<file path="config.mk">
export PLATFORM = sky130hd
export DESIGN_NAME = uart_link_bridge
export DESIGN_NICKNAME = d
export VERILOG_FILES = /design/src/rtl/uart_link_bridge.sv
export SDC_FILE = /design/constraint.sdc
export NUM_CORES = 1
export LEC_CHECK = 0
export ABC_CLOCK_PERIOD_IN_PS = 5360
export BUFFER_PORTS_ARGS = -buffer_cell sky130_fd_sc_hd__buf_4
export CELL_PAD_IN_SITES_DETAIL_PLACEMENT = 1
export CELL_PAD_IN_SITES_GLOBAL_PLACEMENT = 1
export CORE_ASPECT_RATIO = 1.5
export CORE_MARGIN = 2
export CORE_UTILIZATION = 53
export DETAILED_ROUTE_END_ITERATION = 8
export PLACE_DENSITY = 0.85
export SETUP_SLACK_MARGIN = 0.02
export SLEW_MARGIN = 20
export SYNTH_ARGS = -nofsm -noshare
export SYNTH_HDL_FRONTEND = slang
export SYNTH_SLANG_ARGS = --single-unit
</file>
<file path="constraint.sdc">
create_clock -name clk -period 5.36 [get_ports clk]
set_input_delay 0.804 -clock clk [delete_from_list [all_inputs] [get_ports clk]]
set_output_delay 0.804 -clock clk [all_outputs]
set_load 0.02 [all_outputs]
</file>
<file path="src/rtl/uart_link_bridge.sv">
// UART word FIFO feeding the board-to-board tsent/trecieve four-phase link.
// Define UART_LINK_BRIDGE_CRC_EN to append a running CRC word after every FRAME_LEN data words.
module uart_link_bridge #(
  parameter int unsigned      WIDTH     = 8,
  parameter int unsigned      DEPTH     = 16,
  parameter int unsigned      FRAME_LEN = 4,
  parameter logic [WIDTH-1:0] CRC_POLY  = 8'h07
) (
  input  logic                     clk,
  input  logic                     reset,
  input  logic [WIDTH-1:0]         in_data,
  input  logic                     in_valid,
  input  logic                     enable,
  input  logic                     clear_ovf,
  input  logic                     trecieve,
  output logic [WIDTH-1:0]         t_data,
  output logic                     tsent,
  output logic [$clog2(DEPTH):0]   fifo_count,
  output logic                     empty,
  output logic                     full,
  output logic                     overflow,
  output logic [WIDTH-1:0]         crc,
  output logic                     frame_done
);

  localparam int unsigned addrW = $clog2(DEPTH);
  localparam int unsigned cntW  = addrW + 1;
  localparam int unsigned frmW  = $clog2(FRAME_LEN + 1);

  typedef enum logic [1:0] {stIdle, stSetup, stWaitAck, stWaitRel} linkState_t;

  logic [WIDTH-1:0] mem [DEPTH];
  logic [addrW-1:0] wrPtr, rdPtr;
  logic [cntW-1:0]  countNext;
  logic [frmW-1:0]  frameCnt;
  logic             ackMeta, ackS;
  logic             crcPending, startXfer, pop, push, dropWord;
  linkState_t       state;

`ifdef UART_LINK_BRIDGE_CRC_EN
  logic [WIDTH-1:0] crcReg;
  logic             sendingCrc;

  // MSB-first serial CRC over one whole word, unrolled into a single cycle
  function automatic logic [WIDTH-1:0] crcStep(input logic [WIDTH-1:0] c,
                                               input logic [WIDTH-1:0] d);
    logic [WIDTH-1:0] r;
    r = c;
    for (int i = WIDTH - 1; i >= 0; i--) begin
      if (r[WIDTH-1] ^ d[i]) r = (r << 1) ^ CRC_POLY;
      else                   r = r << 1;
    end
    return r;
  endfunction

  assign crcPending = (frameCnt == frmW'(FRAME_LEN));
  assign crc        = crcReg;
`else
  assign crcPending = 1'b0;
  assign crc        = '0;
`endif

  assign startXfer = (state == stIdle) && enable && (crcPending || !empty);
  assign pop       = startXfer && !crcPending;
  assign dropWord  = in_valid && full && !pop;
  assign push      = in_valid && !dropWord;
  assign countNext = fifo_count + cntW'(push) - cntW'(pop);

  // FIFO storage carries no reset; the pointers alone define its contents
  always_ff @(posedge clk) begin
    if (push) mem[wrPtr] <= in_data;
  end

  always_ff @(posedge clk or negedge reset) begin
    if (!reset) begin
      wrPtr      <= '0;
      rdPtr      <= '0;
      fifo_count <= '0;
      empty      <= 1'b1;
      full       <= 1'b0;
      overflow   <= 1'b0;
    end else begin
      if (push) wrPtr <= wrPtr + 1'b1;
      if (pop)  rdPtr <= rdPtr + 1'b1;
      fifo_count <= countNext;
      empty      <= (countNext == '0);
      full       <= (countNext == cntW'(DEPTH));
      if (dropWord)       overflow <= 1'b1;
      else if (clear_ovf) overflow <= 1'b0;
    end
  end

  // The far-board acknowledge is asynchronous to clk
  always_ff @(posedge clk or negedge reset) begin
    if (!reset) begin
      ackMeta <= 1'b0;
      ackS    <= 1'b0;
    end else begin
      ackMeta <= trecieve;
      ackS    <= ackMeta;
    end
  end

  always_ff @(posedge clk or negedge reset) begin
    if (!reset) begin
      state      <= stIdle;
      t_data     <= '0;
      tsent      <= 1'b0;
      frameCnt   <= '0;
      frame_done <= 1'b0;
`ifdef UART_LINK_BRIDGE_CRC_EN
      crcReg     <= '0;
      sendingCrc <= 1'b0;
`endif
    end else begin
      frame_done <= 1'b0;
      case (state)
        stIdle: begin
          if (startXfer) begin
`ifdef UART_LINK_BRIDGE_CRC_EN
            if (crcPending) begin
              t_data     <= crcReg;
              sendingCrc <= 1'b1;
            end else begin
              t_data     <= mem[rdPtr];
              crcReg     <= crcStep(crcReg, mem[rdPtr]);
              sendingCrc <= 1'b0;
            end
`else
            t_data <= mem[rdPtr];
`endif
            state <= stSetup;
          end
        end
        // t_data has been stable for a full cycle before the request rises
        stSetup: begin
          tsent <= 1'b1;
          state <= stWaitAck;
        end
        stWaitAck: begin
          if (ackS) begin
            tsent <= 1'b0;
            state <= stWaitRel;
          end
        end
        stWaitRel: begin
          if (!ackS) begin
            state <= stIdle;
`ifdef UART_LINK_BRIDGE_CRC_EN
            if (sendingCrc) begin
              frame_done <= 1'b1;
              crcReg     <= '0;
              frameCnt   <= '0;
            end else begin
              frameCnt <= frameCnt + 1'b1;
            end
`else
            if (frameCnt == frmW'(FRAME_LEN - 1)) begin
              frame_done <= 1'b1;
              frameCnt   <= '0;
            end else begin
              frameCnt <= frameCnt + 1'b1;
            end
`endif
          end
        end
        default: state <= stIdle;
      endcase
    end
  end

endmodule

</file>
; ---- Yosys cells after proc, flatten, opt, wreduce, memory -nomap -nowiden
; Memories as Yosys holds them, arrays and structs flattened. A register that Yosys moved wholly into a read port is not among the register bits.
; Cells that the tools add are included.
[op_classes]
addsub = 5
eq_ne = 8
mux = 14
bitwise_logic = 1
reduce_logical = 17
[op_table]
columns = op, n
row1 = $add A4 B1 Y4 const B, 2
row2 = $mux W1, 8
row3 = $pmux W2 S4, 1
row4 = $mux W2, 3
row5 = $ne A2 B2 Y1 const B, 3
row6 = $reduce_and A2 Y1, 3
row7 = $add A5 B1 Y5, 1
row8 = $eq A5 B5 Y1 const B, 1
row9 = $logic_and A1 B1 Y1, 5
row10 = $logic_not A5 Y1, 1
row11 = $sub A5 B1 Y5, 1
row12 = $eq A2 B2 Y1 const B, 2
row13 = $logic_not A1 Y1, 4
row14 = $reduce_bool A2 Y1, 2
row15 = $add A3 B1 Y3 const B, 1
row16 = $eq A3 B2 Y1 const B, 1
row17 = $mux W3, 1
row18 = $reduce_and A3 Y1, 1
row19 = $eq A2 B1 Y1 const B, 1
row20 = $logic_not A2 Y1, 1
row21 = $pmux W1 S2, 1
row22 = $not A1 Y1, 1
[word_totals]
register_bits = 25
ramBits = 128
in_bits = 14
out_inout_bits = 26
elab_cells = 58
mem_count = 1
[mem_list]
columns = memory, depth, word_bits, rd, rd_ports_with_merged_regs, write_ports, line
row1 = mem, 16, 8, 1, 1, 1, 32  ; logic [WIDTH-1:0] mem [DEPTH];

; ---- Logic depth before layout (Yosys ltp)
; Gate-level depths: netlist (run 1).
[logic_depth]
depth_word = 10
depth_mapped = 12
ltp_nobuf = 11

; ---- Worst setup path before layout (run 1)
; Ideal clock, no wire load.
[synth_timing]
path_kind = input -> register
from = input enable
to = register full
setup_ns = 0.088
t_arrival_ns = 2.613
required_ns = 5.272
setup_slack_ns = 2.659
stages = 8
path_buffers = 1
path_cell_list = nand3b_1 -> clkbuf_1 -> nand2_1 -> o21ai_0 -> ha_1 -> fa_1 -> or3_1 -> nor3b_1
[synth_between]
elab_chain_len = 9
[synth_rtl]
columns = item, line
row1 = "start, declared", 13  ; input logic enable,
row2 = $logic_and A1 B1 Y1 (*) (2 in series), 63  ; assign startXfer = (state == stIdle) && enable && (crcPending || !empty);
row3 = $logic_not A1 Y1, 65  ; assign dropWord = in_valid && full && !pop;
row4 = $logic_and A1 B1 Y1, 65
row5 = $logic_not A1 Y1, 66  ; assign push = in_valid && !dropWord;
row6 = $logic_and A1 B1 Y1, 66
row7 = $add A5 B1 Y5, 67  ; assign countNext = fifo_count + cntW'(push) - cntW'(pop);
row8 = $sub A5 B1 Y5 (*), 67
row9 = named net countNext[1], 34  ; logic [cntW-1:0] countNext;
row10 = $eq A5 B5 Y1 (*), 87  ; full <= (countNext == cntW'(DEPTH));
row11 = "end signal, assigned", 87
row12 = "end, declared", 20  ; output logic full,
; Mark *: on every way through the listed nets, which the timed path passes. The rest lies on a longest branch.
; A chain may end at the register's enable or synchronous reset.

; ---- Worst setup path after layout (run 1)
[layout_timing]
from = register state[1]
to = register full
[layout_between]
elab_chain_len = 10
[layout_rtl]
columns = item, line
row1 = "start, declared", 38  ; linkState_t state;
row2 = "start signal, assigned", 106  ; state <= stIdle;
row3 = "start signal, assigned", 132  ; state <= stSetup;
row4 = "start signal, assigned", 138  ; state <= stWaitAck;
row5 = $logic_not A2 Y1 (*), 63
row6 = $logic_and A1 B1 Y1 (*) (2 in series), 63
row7 = $logic_not A1 Y1, 65
row8 = $logic_and A1 B1 Y1, 65
row9 = $logic_not A1 Y1, 66
row10 = $logic_and A1 B1 Y1, 66
row11 = $add A5 B1 Y5, 67
row12 = $sub A5 B1 Y5 (*), 67
row13 = named net countNext[1], 34
row14 = $eq A5 B5 Y1 (*), 87
; Marked as above.

==> results.json, run 1 <==
{
  "internal-power_w": 0.002953,
  "synth-main-ff-cell": "edfxtp_1",
  "reg2reg_depth": 9,
  "fin_crit_ns": 3.211,
  "synth_top_area_share": 0.5848,
  "grtUsageTotal": 0.2401,
  "run_status": "finished, final reports clean",
  "portBuffers": 31,
  "yosysWarnings": 0,
  "first_pass_iters": 4,
  "drive_gt1_frac": 0.2444,
  "drc": 0,
  "postCtsSetupBuffers": 0,
  "area_delta_synth_final_pct": 14.47,
  "r2r_start": "state[1]",
  "seq_area_frac_synth": 0.7106,
  "syn_avg_cell_area_um2": 18.62,
  "maxCapViolations": 0,
  "dp_hpwl_um": 9257,
  "endpoint_kind": "flop",
  "switchingPower_w": 0.001373,
  "ys_types": 45,
  "fin_ws_ns": 2.149,
  "place_ws_ns": 2.093,
  "die_y_um": 140.4,
  "final_cell_mix": "128 x edfxtp_1, 34 x buf_4, 31 x dfrtp_1, 23 x mux4_2, 17 x clkbuf_16",
  "setup_tns_ns": 0,
  "synth_edf_count": 128,
  "clkPwrFrac": 0.294,
  "fp.coreArea_um2": 12080,
  "clock_sinks": 161,
  "rows": 49,
  "start_kind": "flop",
  "wl_um": 14520,
  "dieArea_um2": 13330,
  "p_comb_frac": 0.302,
  "htreeDepth": 4,
  "antenna_found_initial": 0,
  "die_width_um": 94.93,
  "cts_tree": "done",
  "p_seq_frac": 0.404,
  "p_per_area_nw_per_um2": 575.0,
  "grt_max_degree": 39,
  "clkLatencyLatePin_ns": 0.43,
  "slew_viol_final": 0,
  "yosys_register_bits": 161,
  "drtIter0Drc": 251,
  "synthTopCellsByArea": "edfxtp_1 58%, dfrtp_1 12%, mux4_2 7.9%, ha_1 2.9%, mux4_1 2.4%",
  "tightest_slew_ns": 1.075,
  "route.vias.total": 3289,
  "drtAntennaViolNets": 0,
  "yosysTopAreaCell": "edfxtp_1",
  "hp-class": "input pin to async pin",
  "hold_viol_final": 0,
  "path_clk_slew_ns": 0.06,
  "required_ns": 5.69,
  "diodes": 0,
  "rsz0062_at_grt": "no",
  "p_leak_nw": 2.746,
  "timing.hold.ws_ns": 0.3153,
  "start_util": 0.5442,
  "crit_type": "flop to flop",
  "ir_worst_vdd_v": 0.0002861,
  "cts_buffer_depth": 2,
  "post-route-period-util": 0.5990,
  "place_congestion": 0.7869,
  "async_flop_share": 0.2050,
  "post-route-util": 0.6229,
  "grt_pass1_vias": 3639,
  "arrival_ns": 3.54,
  "switching_share": 0.3173,
  "grt_pass1_wl_um": 22200,
  "netlist_area_um2": 6573,
  "timing.rr.end": "full",
  "cp_max_fo": 15,
  "ctsResizeCount": 0,
  "fin_skew_ns": 0.02497,
  "grt_overflow_total": 0,
  "io_pins": 40,
  "numCtsBuffers": 17,
  "final_common_cell": "edfxtp_1",
  "nets": 422,
  "syn_inst": 353,
  "power_w": 0.004326,
  "drt-wirelength-per-cell_um": 26.01,
  "cts_hold_buffers": 0,
  "fmax_ghz": 0.3115,
  "relSlewSlack": 0.2832,
  "ctsRootBufferMaster": "clkbuf_16",
  "r2r_setup_slack_ns": 2.15,
  "setup_viol": 0,
  "viasPerCell": 5.894
}
==> worst max-delay path by stage <==
stage	start	end	slack, ns	depth (start not counted)
floorplan	enable	full	2.66	8
global placement	enable	full	2.21	8
detailed placement	enable	full	2.09	8
CTS	state[1]	full	2.18	9
global route	state[1]	full	1.87	9
finish	state[1]	full	2.15	9
==> power by group through the flow <==
stage	sequential, W	clock, W	combinational, W
after floorplan	0.00176	0	0.000884
after global placement	0.00175	0	0.00122
after detailed placement	0.00177	0	0.00128
after CTS	0.00175	0.00129	0.00132
after global routing	0.00177	0.00134	0.00141
final	0.00175	0.00127	0.00131
==> routing by layer <==
layer / global-route usage / vias up / routed length, um / part of all wire
li1: - / 1448 / - / -
met1: 0.2917 / 1702 / 5413 / 0.37
met2: 0.4102 / 116 / 8029 / 0.55
met3: 0.05702 / 23 / 670 / 0.046
met4: 0.09535 / 0 / 401 / 0.028
met5: 0 / - / 0 / 0
==> state kept, by name, summed over array words and instances, names as in the netlist <==
register and flops:
wrPtr 4, rdPtr 4, t_data 8, ackMeta 1, tsent 1, ackS 1
fifo_count 5, frame_done 1, state 2, full 1, frameCnt 3, overflow 1
mem 128, empty 1
==> cell families after synthesis <==
kind of cell	synth area share
compound gates	0.02837
xor+xnor	0.01333
fa+ha+maj	0.03160
buf+inv	0.02779
flops	0.7106
mux	0.1365
other cells	0.0005706
simple gates	0.05121
==> synth_stat cells, types with 2 or more instances <==
cell type / instances
mux2_2: 9
mux4_2: 23
xnor2_1: 9
nor2_1: 12
o21ai_0: 7
edfxtp_1: 128
inv_1: 11
dfrtp_1: 32
and3b_1: 2
mux4_1: 6
nor2b_1: 3
nand4_1: 2
buf_2: 4
clkbuf_1: 4
a221o_1: 8
buf_1: 2
nor3b_1: 3
nand2_1: 9
and2_1: 13
ha_1: 15
buf_4: 9
and4_1: 4
a21oi_1: 2
mux2i_1: 12
a21o_1: 2
nand3b_1: 3
==> layout make-up <==
cell class / instances / area [um^2]
Clock buffer: 19 / 432.9
Inverter: 11 / 41.29
Sequential cell: 161 / 4672
Multi-Input combinational cell: 167 / 1745
Clock inverter: 13 / 185.2
Fill cell: 1016 / 4554
Timing Repair Buffer: 34 / 255.2
Tap cell: 153 / 191.4
==> critical path, stage by stage (launching register included) <==
cell and delay [ns]:
dfrtp_1 0.41, inv_1 0.14, ha_1 0.23, nand3b_1 0.42
or2_2 0.50, o21ai_0 0.10, ha_1 0.23, fa_1 0.45
or3_1 0.42, nor3b_1 0.20
==> per-stage QoR <==
stage | std cells | area [um^2]
floorplan | 360 | 6599
global placement | 526 | 6905
detailed placement | 526 | 6905
CTS | 558 | 7523
global route | 558 | 7523
finish | 558 | 7523
(Power assumes the default switching activity.)
==> run 2, diff against run 1 <==
Settings changed: ABC_CLOCK_PERIOD_IN_PS 5360 to 3300, CORE_UTILIZATION 53 to 52, PLACE_DENSITY 0.85 to 0.84.
Clock period 5.36 ns to 3.3 ns, I/O delays scaled along.
==> results.json, run 2 (synthesis results as in run 1) <==
{
  "reg_top3": "mem: 128 flops, t_data: 8 flops, fifo_count: 5 flops",
  "internal-power_w": 0.004628,
  "portBuffers": 31,
  "clock_sinks": 161,
  "clkLatencyLatePin_ns": 0.42,
  "grt_pass1_vias": 3631,
  "nets": 424,
  "grtUsageTotal": 0.2238,
  "dieArea_um2": 13570,
  "p_per_area_nw_per_um2": 915.5,
  "viasPerCell": 5.819,
  "grt_pass1_wl_um": 21280,
  "start_util": 0.5306,
  "fin_crit_ns": 2.939,
  "fin_skew_ns": 0.008650,
  "drive_gt1_frac": 0.2506,
  "rows": 50,
  "endpoint_kind": "flop",
  "area_delta_synth_final_pct": 14.13,
  "path_cells": "inv_1 > ha_1 > nand3b_1 > buf_4 > a21boi_0 > buf_4 > nor3b_1 > and2_1",
  "ctsRootBufferMaster": "clkbuf_16",
  "ir_worst_vdd_v": 0.0004529,
  "die_width_um": 95.80,
  "ctsResizeCount": 0,
  "cp_num_buf_inv": 3,
  "p_leak_nw": 2.743,
  "cpLargestDelayFamily": "simple AND/OR/NAND/NOR gates",
  "clkPwrFrac": 0.281,
  "htreeDepth": 4,
  "final_cell_mix": "128 x edfxtp_1, 36 x buf_4, 31 x dfrtp_1, 23 x mux4_2, 18 x clkbuf_16",
  "die_y_um": 141.7,
  "antenna_found_initial": 0,
  "p_comb_frac": 0.292,
  "cp_slowest_cell": "and2_1",
  "dp_hpwl_um": 8702,
  "required_ns": 3.37,
  "run_status": "finished, final reports clean",
  "largest_register_ffs": 128,
  "timing.hold.ws_ns": 0.01469,
  "cts_tree": "done",
  "cp_max_fo": 14,
  "crit_type": "flop to flop",
  "rsz0062_at_grt": "no",
  "arrival_ns": 3.01,
  "largest-register": "mem",
  "io_pins": 40,
  "grt_overflow_total": 0,
  "post-route-period-util": 0.8906,
  "diodes": 0,
  "post-route-util": 0.6056,
  "fillerInstances": 1098,
  "switchingPower_w": 0.002239,
  "drt-wirelength-per-cell_um": 24.77,
  "final_common_cell": "edfxtp_1",
  "first_pass_iters": 5,
  "wl_um": 13950,
  "power_w": 0.006867,
  "p_seq_frac": 0.428,
  "postCtsSetupBuffers": 0,
  "switching_share": 0.3261,
  "drc": 0,
  "fp.coreArea_um2": 12390,
  "cts_buffer_depth": 2,
  "path_clk_slew_ns": 0.07,
  "maxCapViolations": 0,
  "hold_viol_final": 0,
  "cts_hold_buffers": 0,
  "grt_max_degree": 34,
  "crit_top_cell": "buf_4",
  "place_congestion": 0.8185,
  "setup_tns_ns": 0,
  "relSlewSlack": 0.2665,
  "max_stage_delay_ns": 0.48,
  "tightest_slew_ns": 1.100,
  "hp-class": "input pin to async pin",
  "drtAntennaViolNets": 0,
  "slew_viol_final": 0,
  "drtIter0Drc": 199,
  "route.vias.total": 3276,
  "numCtsBuffers": 17,
  "fmax_ghz": 0.3402,
  "setup_viol": 0,
  "start_kind": "flop"
}
-- run 2: cell types whose count changed in the layout (fill, tap and decap cells not counted), sizes merged --
cell | before | now
clkinv | 5 | 4
clkbuf | 19 | 18
inv | 13 | 19
bufinv | 4 | 1
clkinvlp | 2 | 1
buf | 34 | 36
-- run 2: final timing paths --
kind                           from   endpoint  slack, ns  cells past startpoint
max                        state[1]  mem[1][6]       0.36                      8
min                           reset  t_data[6]       0.01                      1
max reg2reg                state[1]  mem[1][6]       0.36                      8
min reg2reg                 ackMeta       ackS       0.36                      0
max in group asynchronous     reset   rdPtr[1]       2.94                      1
min in group clk           trecieve    ackMeta       0.18                      1
-- run 2: per-layer routing --
metal  global-route usage  vias to the layer above  wire length, um
met3              0.04408                       30              553
met1               0.2758                     1692             5569
met5                    0                        -                0
met2               0.3647                      107             7326
met4               0.1286                        0              496
li1                     -                     1447                -
-- run 2: layout make-up --
class | count | area [um^2] | area share
Inverter | 11 | 41.29 | 0.005505
Clock inverter | 14 | 123.9 | 0.01651
Timing Repair Buffer | 36 | 270.3 | 0.03603
Sequential cell | 161 | 4674 | 0.6232
Multi-Input combinational cell | 167 | 1745 | 0.2327
Clock buffer | 18 | 450.4 | 0.06005
Tap cell | 156 | 195.2 | 0.02602
-- run 2: stage by stage --
step,worst slack [ns],cells,instance area (um^2)
floorplan,0.7234,360,6599
global placement,0.6782,531,6924
detailed placement,0.4178,531,6924
CTS,0.3784,563,7498
global route,0.1379,563,7501
finish,0.3609,563,7501
-- run 2: power groups by stage --
stage          logic (W)  registers (W)  clock network, W
6_report         0.00200        0.00294           0.00193
5_1_grt          0.00215        0.00299           0.00203
4_1_cts          0.00203        0.00295           0.00194
3_5_place_dp     0.00197        0.00298                 0
3_3_place_gp     0.00187        0.00294                 0
2_1_floorplan    0.00144        0.00285                 0
